### src/rtl/mem_access_pkg.sv
// Shared types for the MEM-stage data-bus engine.
package mem_access_pkg;

  typedef logic [31:0] InstAddr_t;

  typedef enum logic [1:0] {
    MemByte = 2'd0,
    MemHalf = 2'd1,
    MemWord = 2'd2
  } MemSize_t;

  localparam logic [4:0] ExcAdel = 5'h04;
  localparam logic [4:0] ExcAdes = 5'h05;

  typedef struct packed {
    logic        we;
    logic [4:0]  waddr;
    logic [31:0] wdata;
  } RegWriteReq_t;

  typedef struct packed {
    logic        ce;
    logic        we;
    logic [31:0] addr;
    logic [31:0] wdata;
    logic [1:0]  size;
    logic        sign_ext;
  } MemAccessReq_t;

  typedef struct packed {
    logic        occur;
    logic [4:0]  code;
    InstAddr_t   pc;
    logic [31:0] badvaddr;
  } ExceptInfo_t;

  typedef struct packed {
    logic stall_if;
    logic stall_id;
    logic stall_ex;
    logic stall_mem;
    logic stall_wb;
  } Stall_t;

  typedef enum logic [1:0] {
    StIdle,
    StWait,
    StDrain,
    StDone
  } MemAccState_t;

  // Size encoding 3 has no legal alignment and is reported as misaligned.
  function automatic logic addr_aligned(input logic [1:0] size, input logic [1:0] addr_lo);
    logic ok;
    case (size)
      MemByte: ok = 1'b1;
      MemHalf: ok = ~addr_lo[0];
      MemWord: ok = (addr_lo == 2'b00);
      default: ok = 1'b0;
    endcase
    return ok;
  endfunction

endpackage

### src/rtl/mem_lane_align.sv
// Byte-lane steering: store byte enables / data replication and load extract / extend.
module mem_lane_align
  import mem_access_pkg::*;
(
  input  logic [1:0]  st_addr_lo_i,
  input  logic [1:0]  st_size_i,
  input  logic [31:0] st_wdata_i,
  output logic [3:0]  st_be_o,
  output logic [31:0] st_wdata_o,
  input  logic [1:0]  ld_addr_lo_i,
  input  logic [1:0]  ld_size_i,
  input  logic        ld_sign_ext_i,
  input  logic [31:0] ld_rdata_i,
  output logic [31:0] ld_data_o
);

  logic [7:0]  ld_byte;
  logic [15:0] ld_half;

  // Store side: enables follow the addressed lane, data is replicated to every lane.
  always_comb begin
    st_be_o    = 4'hF;
    st_wdata_o = st_wdata_i;
    case (st_size_i)
      MemByte: begin
        st_be_o    = 4'b0001 << st_addr_lo_i;
        st_wdata_o = {4{st_wdata_i[7:0]}};
      end
      MemHalf: begin
        st_be_o    = st_addr_lo_i[1] ? 4'b1100 : 4'b0011;
        st_wdata_o = {2{st_wdata_i[15:0]}};
      end
      default: begin
        st_be_o    = 4'hF;
        st_wdata_o = st_wdata_i;
      end
    endcase
  end

  // Load side: little-endian lane select followed by zero/sign extension.
  always_comb begin
    ld_byte = 8'h00;
    case (ld_addr_lo_i)
      2'b00:   ld_byte = ld_rdata_i[7:0];
      2'b01:   ld_byte = ld_rdata_i[15:8];
      2'b10:   ld_byte = ld_rdata_i[23:16];
      default: ld_byte = ld_rdata_i[31:24];
    endcase
    ld_half = ld_addr_lo_i[1] ? ld_rdata_i[31:16] : ld_rdata_i[15:0];
    case (ld_size_i)
      MemByte: ld_data_o = {{24{ld_sign_ext_i & ld_byte[7]}}, ld_byte};
      MemHalf: ld_data_o = {{16{ld_sign_ext_i & ld_half[15]}}, ld_half};
      default: ld_data_o = ld_rdata_i;
    endcase
  end

endmodule

### src/rtl/mem_access.sv
// MEM-stage data-bus engine: one req/ack access per load/store, alignment
// exceptions, pipeline stall while outstanding, load data merged into writeback.
module mem_access
  import mem_access_pkg::*;
#(
  parameter int unsigned PERF_WIDTH = 32
) (
  input  logic                  clk,
  input  logic                  rst,
  input  InstAddr_t             mem_pc,
  input  RegWriteReq_t          mem_reg_wr,
  input  MemAccessReq_t         mem_memory_req,
  input  ExceptInfo_t           mem_except,
  input  Stall_t                stall,
  input  logic                  flush,
  output logic                  dbus_req,
  output logic                  dbus_we,
  output logic [31:0]           dbus_addr,
  output logic [3:0]            dbus_be,
  output logic [31:0]           dbus_wdata,
  input  logic                  dbus_ack,
  input  logic [31:0]           dbus_rdata,
  output RegWriteReq_t          wb_reg_wr,
  output ExceptInfo_t           wb_except,
  output logic                  stall_req,
  output logic [PERF_WIDTH-1:0] perf_stall_cyc
);

  MemAccState_t state_q, state_d;
  logic                  dbus_req_q, dbus_req_d;
  logic                  dbus_we_q, dbus_we_d;
  logic [31:0]           dbus_addr_q, dbus_addr_d;
  logic [3:0]            dbus_be_q, dbus_be_d;
  logic [31:0]           dbus_wdata_q, dbus_wdata_d;
  logic [1:0]            ld_addr_lo_q, ld_addr_lo_d;
  logic [1:0]            ld_size_q, ld_size_d;
  logic                  ld_sign_ext_q, ld_sign_ext_d;
  logic [31:0]           result_q, result_d;
  logic [PERF_WIDTH-1:0] perf_q, perf_d;

  logic        aligned, misaligned, access;
  logic [3:0]  st_be;
  logic [31:0] st_wdata, ld_data;

  // Only stall_wb matters to this stage.
  logic unused_stall;
  assign unused_stall = ^{stall.stall_if, stall.stall_id, stall.stall_ex, stall.stall_mem};

  assign aligned    = addr_aligned(mem_memory_req.size, mem_memory_req.addr[1:0]);
  assign misaligned = mem_memory_req.ce & ~mem_except.occur & ~aligned;
  assign access     = mem_memory_req.ce & ~mem_except.occur & aligned & ~flush;

  mem_lane_align u_lane_align (
    .st_addr_lo_i  (mem_memory_req.addr[1:0]),
    .st_size_i     (mem_memory_req.size),
    .st_wdata_i    (mem_memory_req.wdata),
    .st_be_o       (st_be),
    .st_wdata_o    (st_wdata),
    .ld_addr_lo_i  (ld_addr_lo_q),
    .ld_size_i     (ld_size_q),
    .ld_sign_ext_i (ld_sign_ext_q),
    .ld_rdata_i    (dbus_rdata),
    .ld_data_o     (ld_data)
  );

  // Access FSM: next state, bus register loads and writeback outputs.
  always_comb begin
    state_d       = state_q;
    dbus_req_d    = dbus_req_q;
    dbus_we_d     = dbus_we_q;
    dbus_addr_d   = dbus_addr_q;
    dbus_be_d     = dbus_be_q;
    dbus_wdata_d  = dbus_wdata_q;
    ld_addr_lo_d  = ld_addr_lo_q;
    ld_size_d     = ld_size_q;
    ld_sign_ext_d = ld_sign_ext_q;
    result_d      = result_q;
    stall_req     = 1'b0;
    wb_reg_wr     = mem_reg_wr;
    wb_except     = mem_except;

    unique case (state_q)
      StIdle: begin
        if (access) begin
          stall_req     = 1'b1;
          dbus_req_d    = 1'b1;
          dbus_we_d     = mem_memory_req.we;
          dbus_addr_d   = {mem_memory_req.addr[31:2], 2'b00};
          dbus_be_d     = st_be;
          dbus_wdata_d  = st_wdata;
          ld_addr_lo_d  = mem_memory_req.addr[1:0];
          ld_size_d     = mem_memory_req.size;
          ld_sign_ext_d = mem_memory_req.sign_ext;
          state_d       = StWait;
        end
      end
      StWait: begin
        stall_req    = 1'b1;
        wb_reg_wr.we = 1'b0;
        if (dbus_ack) begin
          dbus_req_d = 1'b0;
          if (flush) begin
            state_d = StIdle;
          end else begin
            if (!dbus_we_q) result_d = ld_data;
            state_d = StDone;
          end
        end else if (flush) begin
          state_d = StDrain;
        end
      end
      StDrain: begin
        // Killed access: keep the handshake alive until the slave finishes.
        stall_req    = 1'b1;
        wb_reg_wr.we = 1'b0;
        if (dbus_ack) begin
          dbus_req_d = 1'b0;
          state_d    = StIdle;
        end
      end
      StDone: begin
        wb_reg_wr.wdata = dbus_we_q ? mem_reg_wr.wdata : result_q;
        if (!stall.stall_wb || flush) state_d = StIdle;
      end
      default: state_d = StIdle;
    endcase

    if (misaligned) begin
      wb_reg_wr.we       = 1'b0;
      wb_except.occur    = 1'b1;
      wb_except.code     = mem_memory_req.we ? ExcAdes : ExcAdel;
      wb_except.pc       = mem_pc;
      wb_except.badvaddr = mem_memory_req.addr;
    end
  end

  // Saturating count of stalled cycles.
  always_comb begin
    perf_d = perf_q;
    if (stall_req && (perf_q != '1)) perf_d = perf_q + PERF_WIDTH'(1);
  end

  // State and bus registers.
  always_ff @(posedge clk or posedge rst) begin
    if (rst) begin
      state_q       <= StIdle;
      dbus_req_q    <= 1'b0;
      dbus_we_q     <= 1'b0;
      dbus_addr_q   <= '0;
      dbus_be_q     <= '0;
      dbus_wdata_q  <= '0;
      ld_addr_lo_q  <= '0;
      ld_size_q     <= '0;
      ld_sign_ext_q <= 1'b0;
      result_q      <= '0;
      perf_q        <= '0;
    end else begin
      state_q       <= state_d;
      dbus_req_q    <= dbus_req_d;
      dbus_we_q     <= dbus_we_d;
      dbus_addr_q   <= dbus_addr_d;
      dbus_be_q     <= dbus_be_d;
      dbus_wdata_q  <= dbus_wdata_d;
      ld_addr_lo_q  <= ld_addr_lo_d;
      ld_size_q     <= ld_size_d;
      ld_sign_ext_q <= ld_sign_ext_d;
      result_q      <= result_d;
      perf_q        <= perf_d;
    end
  end

  assign dbus_req       = dbus_req_q;
  assign dbus_we        = dbus_we_q;
  assign dbus_addr      = dbus_addr_q;
  assign dbus_be        = dbus_be_q;
  assign dbus_wdata     = dbus_wdata_q;
  assign perf_stall_cyc = perf_q;

endmodule
### config.mk
export PLATFORM = sky130hd
export DESIGN_NAME = mem_access
export DESIGN_NICKNAME = d
export VERILOG_FILES = /design/src/rtl/mem_access_pkg.sv /design/src/rtl/mem_lane_align.sv /design/src/rtl/mem_access.sv
export SDC_FILE = /design/constraint.sdc
export NUM_CORES = 1
export LEC_CHECK = 0
export BUFFER_PORTS_ARGS = -buffer_cell sky130_fd_sc_hd__buf_2
export CELL_PAD_IN_SITES_DETAIL_PLACEMENT = 1
export CELL_PAD_IN_SITES_GLOBAL_PLACEMENT = 2
export CORE_ASPECT_RATIO = 0.7
export CORE_UTILIZATION = 27
export CTS_BUF_LIST = sky130_fd_sc_hd__clkbuf_4 sky130_fd_sc_hd__clkbuf_8
export DETAILED_ROUTE_END_ITERATION = 6
export HOLD_SLACK_MARGIN = 0.05
export PLACE_DENSITY = 0.95
export SLEW_MARGIN = 10
export SYNTH_ARGS = -nofsm -noshare
export SYNTH_HDL_FRONTEND = slang
export SYNTH_SLANG_ARGS = --single-unit
### constraint.sdc
create_clock -name clk -period 7.73 [get_ports clk]
set_input_delay 0.3865 -clock clk [delete_from_list [all_inputs] [get_ports clk]]
set_output_delay 0.3865 -clock clk [all_outputs]
set_load 0.05 [all_outputs]
* Word level (Yosys, flattened, before mapping)
Index checks and enable logic that the tools add are counted.
** Storage, ports and cells
- Output and inout bits :: 211
- Register bits after elaboration :: 139
- Input bits :: 250
- Word-level logic and storage cells :: 77
** Operators by class
- Muxes and demuxes :: 25
- Eq/ne operators :: 14
- Add/sub/neg operators :: 1
- Reductions and logical operators :: 14
- Shift operators :: 1
- Bitwise operators :: 11
** Operators by type and width (count)
- $pmux 32 s2 :: 2
- $mux 70 :: 1
- $mux 32 :: 2
- $add 32x1->32 const B :: 1
- $ne 32x32->1 const B :: 1
- $pmux 8 s3 :: 1
- $mux 16 :: 1
- $mux 2 :: 6
- $logic_not 2->1 :: 5
- $eq 2x1->1 const B :: 4
- $eq 2x2->1 const B :: 4
- $pmux 2 s4 :: 1
- $pmux 4 s2 :: 1
- $reduce_and 4->1 :: 2
- $and 1x1->1 :: 6
- $mux 1 :: 6
- $ne 2x2->1 const B :: 3
- $not 1->1 :: 5
- $mux 4 :: 1
- $pmux 1 s2 :: 2
- $shl 1x2->4 const A :: 1
- $ne 3x3->1 const B :: 1
- $pmux 1 s3 :: 1
- $reduce_and 3->1 :: 1
- other kinds (7) :: 7

* Logic depth before layout (Yosys ltp)
Gate-level depths: netlist (run 1).
- Depth after elaboration :: 7
- Gate-level depth with buffers :: 9
- Gate-level depth less buffers :: 9

* Cells and area by module
Synthesis (run 1) repeated with hierarchy kept, for this count alone.
** Second synthesis, totals
- Cell total of the unflattened synthesis :: 714
- Area total of the unflattened synthesis :: 8348.0 um^2
** By module, submodules not included
- mem_access :: sequential area each 3478.3 um^2, cells an instance 531, instances 1, area an instance 7074.3 um^2
- mem_lane_align :: sequential area each 0.0 um^2, cells an instance 183, instances 1, area an instance 1273.7 um^2

* Worst setup path before layout (run 1)
OpenSTA, ideal clock, no wires.
- Path kind :: input to output
- Start point :: input mem_memory_req[1] (netlist bit)
- End point :: output wb_reg_wr[37] (netlist bit)
- Arrival :: 2078 ps
- Setup slack :: 5265 ps
- Cell stages on the path :: 4
- Data required time :: 7343 ps
- Cell sequence :: nor3_2 nor3_1 buf_2 nor3b_1
** RTL lines
- from (decl) :: RTL line mem_access.sv:12 : input MemAccessReq_t mem_memory_req,
- to (decl) :: RTL line mem_access.sv:23 : output RegWriteReq_t wb_reg_wr,

==> results of run 1 <==
cell usage after synthesis, types with 2 or more instances:
library cell	count	area, um2
mux2_2	141	1590
dfrtp_1	139	3480
nand2_1	83	312
o21ai_0	43	215
nor2_1	39	146
mux2i_1	31	310
a21oi_1	28	140
xnor2_1	23	201
clkbuf_1	19	71.3
inv_1	14	52.6
buf_2	13	65.1
nand3_1	11	55.1
nor2b_1	11	68.8
and3_1	8	50.1
nand4_1	8	50.1
xor2_1	8	70.1
buf_4	7	52.6
ha_1	7	87.6
o221ai_1	7	61.3
o22ai_1	7	43.8
and4_1	5	43.8
buf_1	5	18.8
o21ai_1	5	25.0
and2_1	4	25.0
nand2b_1	3	18.8
nor3_1	3	15.0
nor4_4	3	63.8
or2_2	3	18.8
nor2_2	2	12.5
nor3_2	2	20.0
or3_1	2	12.5
kinds of logic after synthesis:
| group | Yosys count | share of synthesized area (%) |
|---|---|---|
| flip-flops | 139 | 45.6 |
| AO/OA/AOI/OAI | 103 | 7.96 |
| AND/OR/NAND/NOR | 194 | 13.0 |
| adder cells (fa/ha/maj) | 7 | 1.15 |
| other | 1 | 0.0492 |
| buffers and inverters | 58 | 3.41 |
| multiplexers | 173 | 25.2 |
| XOR/XNOR | 31 | 3.56 |
layout make-up:
| type | count | area (um2) | share of cell area (%) |
|---|---|---|---|
| timing repair buffer | 448 | 2250 | 21.3 |
| multi-input combinational | 510 | 3900 | 36.9 |
| clock inverter | 12 | 136 | 1.29 |
| antenna | 2 | 5.00 | 0.0474 |
| inverter | 14 | 57.6 | 0.545 |
| clock buffer | 20 | 269 | 2.55 |
| sequential | 139 | 3480 | 32.9 |
| tap | 371 | 464 | 4.39 |
power by group through the flow:
stage	Clock (mW)	Sequential [mW]	Combinational [mW]
2_1_floorplan	0	1.84	0.879
3_3_place_gp	0	1.23	2.00
3_5_place_dp	0	1.25	2.04
4_1_cts	0.656	1.23	2.04
5_1_grt	0.682	1.27	2.15
6_report	0.633	1.23	2.03
through the flow:
stage / instances / power (mW) / hold slack (ns) / util, % / setup WS (ns)
finish: 1516 / 3.89 / 0.0490 / 38.1 / 4.43
global route: 1516 / 4.10 / 0.0780 / 38.1 / 4.33
CTS: 1514 / 3.93 / 0.0532 / 38.0 / 4.45
detailed placement: 1482 / 3.29 / 0.470 / 36.6 / 4.38
global placement: 1482 / 3.23 / 0.456 / 36.6 / 4.40
floorplan: 707 / 2.72 / 0.446 / - / 3.62
worst paths after layout:
path	from	end	slack (ns)
max in group asynchronous	rst	dbus_addr[24]	6.30
max	mem_memory_req[2]	wb_except[61]	4.43
max reg2reg	state_q[0]	perf_stall_cyc[25]	4.81
min in group clk	mem_memory_req[0]	ld_sign_ext_q	0.16
min reg2reg	dbus_wdata[8]	dbus_wdata[8]	0.48
min	rst	perf_stall_cyc[30]	0.05
sequential cells by signal, indices dropped and copies added (netlist names):
name	cells
dbus_addr	30
dbus_be	4
dbus_req	1
dbus_wdata	32
dbus_we	1
ld_addr_lo_q	2
ld_sign_ext_q	1
ld_size_q	2
perf_stall_cyc	32
result_q	32
state_q	2
layer usage:
metal	up-vias	global-route usage, %
li1	3343	-
met1	3517	25.7
met2	255	33.1
met3	35	6.52
met4	4	7.44
met5	-	0
==> qor.csv, run 1 <==
stage,metric,value,unit
drt,drt_iter0_markers,292,
synth,syn-instance-count,706,
worst_setup_path,cp_max_fo,71,
global_route,grt_pass1_vias,7194,
worst_setup_path,setup.worst_path.class,primary input to primary output,
placed_design,io_buffers,444,
worst_setup_path,reg2reg_depth,8,
drt,highest_layer,met5,
placed_design,hpwlAfterDp,24400,um
timing,slew-limit-headroom,19.5,%
finish,final_common_cell,buf_2,
worst_setup_path,worst-path-buf-inv,3,
synth,syn_avg_cell_area,10.8,um2
cts,cts_setup_buffers,0,
global_route,gr-total-overflow,0,
cts,clkSinkCount,139,
cts,cts-root-buf,clkbuf_8,
pwr,power_density,368,nW/um2
floorplanning,dieArea,28900,um2
pwr,power.switching,2.00,mW
timing,hold_viol_final,0,
synth,ys.flop_type,dfrtp_1,
synth,ys_ff_latch,139,
cts,cts_hold_repair.buffers,0,
global_route,antenna_found_initial,5,
timing,setup-tns-final,0,ns
pwr,vdd.ir_drop.worst,228,uV
status,outcome,finished clean,
pwr,p_seq_share,31.6,%
floorplanning,start_util,27.5,%
timing,slew_viol_final,0,
worst_setup_path,critical_path.top_delay_family,buffers and inverters,
pwr,netSwitchingFraction,51.5,%
placed_design,gp_congestion,0.828,
synth,synth-edff-count,0,
drt,antenna_left,0,
hold_path,hp-class,primary input to asynchronous set/reset pin,
finish,design_area,10600,um2
synth,synth.distinct_cells,53,
cts,post_cts_resized,0,
worst_setup_path,slowest_delay,0.73,ns
timing,fmax,303,MHz
synth,ys_warn_count,0,
timing,skew,0.0114,ns
cts,clkTransAtPathRegs,0.09,ns
drt,viasPerCell,4.72,
drt,routedLengthMet1,13000,um
drt,wl_met3,2240,um
cts,cts_buffer_depth,2,
global_route,grt_max_degree,80,
floorplanning,coreArea,27800,um2
worst_setup_path,critPathSlowestCell,buf_4,
cts,clk_latency,0.46,ns
drt,drc,0,
cts,cts_tree,built,
floorplanning,io_pins,461,
worst_setup_path,path_cells,"buf_2, a21oi_1, nor3_2, buf_4, mux2_2, buf_2",
drt,via_count,7154,
global_route,grt_usage,20.5,%
synth,async_flop_share,100,%
finish,fillCellCount,3324,
drt,firstDrtPassIters,4,
drt,drt_wl_total,30700,um
finish,syn_to_final_growth,38.6,%
worst_setup_path,cpMostUsedCell,buf_2,
job,drv_cap,0,
cts,cts_htree_levels,4,
timing,finalSetupViolations,0,
pwr,leakage,5.34,nW
worst_setup_path,critical_path_required,7.34,ns
drt,wl_per_cell,20.2,um
pwr,p_int,1.88,mW
finish,final_cell_mix,"buf_2, mux2_2, dfrtp_1",
worst_setup_path,endpoint_kind,primary output,
synth,netlist_area,7620,um2
global_route,grt_pass1_wl,44100,um
finish,nets,1387,
drt,wl_met2,14600,um
timing,rsz0062_at_grt,no,
timing,period_share,42.7,%
finish,drive_gt1_share,56.3,%
placed_design,place_area,10200,um2
synth,seq_area_frac_synth,45.6,%
floorplanning,num_rows,51,
pwr,power.share.combinational,52.1,%
floorplanning,die_w,203,um
worst_setup_path,arrival,2.91,ns
floorplanning,fp.dieH,143,um
pwr,clockPowerShare,16.3,%
worst_setup_path,cp-start-kind,primary input,
worst_setup_path,path_depth,6,
cts,cts_buffers,17,
timing,period_needed,3.30,ns
timing,tightest_slew,1.20,ns
Power figures use the tool's default switching activity.
==> inputs of run 2 (changes only) <==
Settings changed: ABC_AREA from default to 1, CORE_UTILIZATION 27 to 23, PLACE_DENSITY 0.95 to 0.92.
Clock period 7.73 ns to 3.3 ns, I/O delays scaled along.
==> run 2 against run 1 <==
Effect of this change:
- design area grew 22%
- clock skew rose by 0.012 ns
- clock power increased to 2.6 times the previous value
- area after synthesis is 11% higher
==> qor.csv, run 2 <==
stage,metric,value,unit
synth,syn_avg_cell_area,7.16,um2
global_route,grt_max_degree,140,
placed_design,numPlacedInstances,2057,
pwr,leakage,6.75,nW
cts,cts-root-buf,clkbuf_8,
worst_setup_path,endpoint_kind,primary output,
cts,clk_latency,0.49,ns
pwr,vdd.ir_drop.worst,465,uV
finish,fillCellCount,4549,
pwr,power_density,749,nW/um2
job,drv_cap,0,
floorplanning,fp.dieH,162,um
placed_design,io_buffers,444,
timing,skew,0.0231,ns
floorplanning,start_util,23.4,%
timing,fmax,328,MHz
drt,drt_wl_total,41800,um
synth,yosysMostFrequentCell,nand2_1,
cts,cts_tree,built,
finish,nets,1959,
timing,rsz0062_at_grt,no,
cts,clkTransAtPathRegs,0.09,ns
finish,fin_cells,2199,
placed_design,place_area,11300,um2
timing,period_share,92.3,%
synth,synth.distinct_cells,37,
floorplanning,dieArea,37500,um2
synth,ys.flop_type,dfrtp_1,
worst_setup_path,path_cells,"dlygate4sd3_1, buf_2, nor2_4, inv_2, nand2_2, and2_4, nor2_4, clkinv_2, buf_12, o21ai_1, buf_12",
worst_setup_path,critPathSlowestCell,dlygate4sd3_1,
worst_setup_path,arrival,2.88,ns
synth,ys_ff_latch,139,
drt,viasPerCell,4.62,
synth,netlist_area,8440,um2
worst_setup_path,setup.worst_path.class,primary input to primary output,
timing,tightest_slew,1.02,ns
drt,drc,0,
synth,yosys.area.top_type,dfrtp_1,
synth,async_flop_share,100,%
timing,slew-limit-headroom,32.0,%
synth,yosys-top-cells-count,"nand2_1, dfrtp_1, o21ai_0",
drt,wl_per_cell,19.0,um
cts,cts_buffer_depth,2,
drt,antenna_left,0,
finish,drive_gt1_share,32.5,%
finish,final_cell_mix,"nand2_1, buf_2, dfrtp_1",
global_route,antenna_found_initial,11,
hold_path,hp-class,primary input to register,
finish,final_common_cell,nand2_1,
synth,synth_top_area_share,41.2,%
drt,via_count,10200,
global_route,grt_pass1_vias,10700,
floorplanning,io_pins,461,
cts,clkSinkCount,139,
floorplanning,coreArea,36100,um2
synth,syn-instance-count,1180,
status,outcome,finished clean,
worst_setup_path,cp-start-kind,primary input,
floorplanning,die_w,231,um
synth,seq_area_frac_synth,41.2,%
worst_setup_path,slowest_delay,0.52,ns
synth,ys_warn_count,0,
placed_design,gp_congestion,0.855,
worst_setup_path,critical_path_required,3.13,ns
timing,setup-tns-final,0,ns
cts,cts_buffers,17,
timing,layout_setup_ws,0.252,ns
cts,post_cts_resized,0,
cts,cts_htree_levels,4,
global_route,grt_pass1_wl,63200,um
drt,drt_iter0_markers,461,
synth,synth-edff-count,0,
timing,finalSetupViolations,0,
floorplanning,num_rows,58,
timing,hold_viol_final,0,
placed_design,place_ws,0.765,ns
finish,syn_to_final_growth,52.1,%
global_route,grt_usage,22.3,%
drt,firstDrtPassIters,4,
worst_setup_path,cp_max_fo,63,
placed_design,hpwlAfterDp,31200,um
worst_setup_path,rrSetupSlack,0.34,ns
timing,slew_viol_final,0,
global_route,gr-total-overflow,0,
timing,period_needed,3.05,ns
synth,synth.area.top_cells,"dfrtp_1, nand2_1, o21ai_0, a21oi_1, inv_1",
finish,design_area,12800,um2
==> run 2: changes by cell type after synthesis, sizes merged, moves of 8 or more <==
cell	before	now
buf	25	39
nand3b	0	13
and3	8	0
a21oi	28	73
o211ai	1	13
nand2	83	467
inv	14	90
o21ai	48	129
xnor2	23	7
or2	4	13
nor2b	11	0
mux2	141	25
nor2	41	96
mux2i	31	0
==> run 2: worst paths after layout <==
path / start / to / depth (start not counted)
min: dbus_rdata[14] / result_q[14] / 5
min in group asynchronous: rst / dbus_be[3] / 4
max reg2reg: state_q[0] / dbus_wdata[19] / 8
min reg2reg: dbus_wdata[28] / dbus_wdata[28] / 2
max in group asynchronous: rst / perf_stall_cyc[9] / 4
max: mem_memory_req[1] / wb_except[16] / 11
==> run 2: logic make-up after synthesis <==
group / Yosys count / synth area share [%]
AND/OR/NAND/NOR: 615 / 30.3
AO/OA/AOI/OAI: 226 / 14.1
buffers and inverters: 152 / 8.37
flip-flops: 139 / 41.2
multiplexers: 25 / 3.33
XOR/XNOR: 15 / 1.56
adder cells (fa/ha/maj): 7 / 1.04
other: 1 / 0.0444
==> run 2: stage by stage <==
step	hold WS [ns]	power [mW]	utilization, %
floorplan	0.275	6.41	-
global route	0.101	10.2	35.6
finish	0.103	9.62	35.6
CTS	0.0560	9.66	35.6
global placement	0.330	7.71	31.5
detailed placement	0.330	7.84	31.5
==> run 2: critical path, delay by kind of cell <==
family / cells / cell delay (ns)
compound gates: 1 / 0.43
buf+inv: 6 / 1.80
simple gates: 4 / 0.43
==> run 2: area by class of cell <==
type / instances / area (um2) / share of cell area, %
clock buffers: 18 / 241 / 1.88
flip-flops and latches: 139 / 3480 / 27.1
well taps: 480 / 601 / 4.68
repair buffers: 563 / 3720 / 29.0
diodes: 4 / 10.0 / 0.0779
inverters: 91 / 347 / 2.70
multi-input cells: 890 / 4260 / 33.2
clock inverters: 14 / 185 / 1.44
==> run 2: metal layers <==
metal	part of all wire, %	GRT usage [%]
met1	40	25.5
met3	6.2	5.95
met2	49	38.6
met4	4.6	10.9
met5	0.19	0
==> run 2: what timing repair did <==
| item | 4_1_cts | 5_1_grt |
|---|---|---|
| buffers inserted | 0 | 0 |
| hold buffers | 106 | 0 |
| endpoints found under the hold margin | 232 | 0 |
==> run 2: report_power, final <==
| group | total [mW] | internal (mW) | leakage [nW] | switching (mW) |
|---|---|---|---|---|
| sequential | 2.84 | 2.35 | 1.75 | 0.488 |
| clock | 1.62 | 0.775 | 0.200 | 0.843 |
| combinational | 5.17 | 1.36 | 4.80 | 3.80 |
| total | 9.62 | 4.48 | 6.75 | 5.14 |
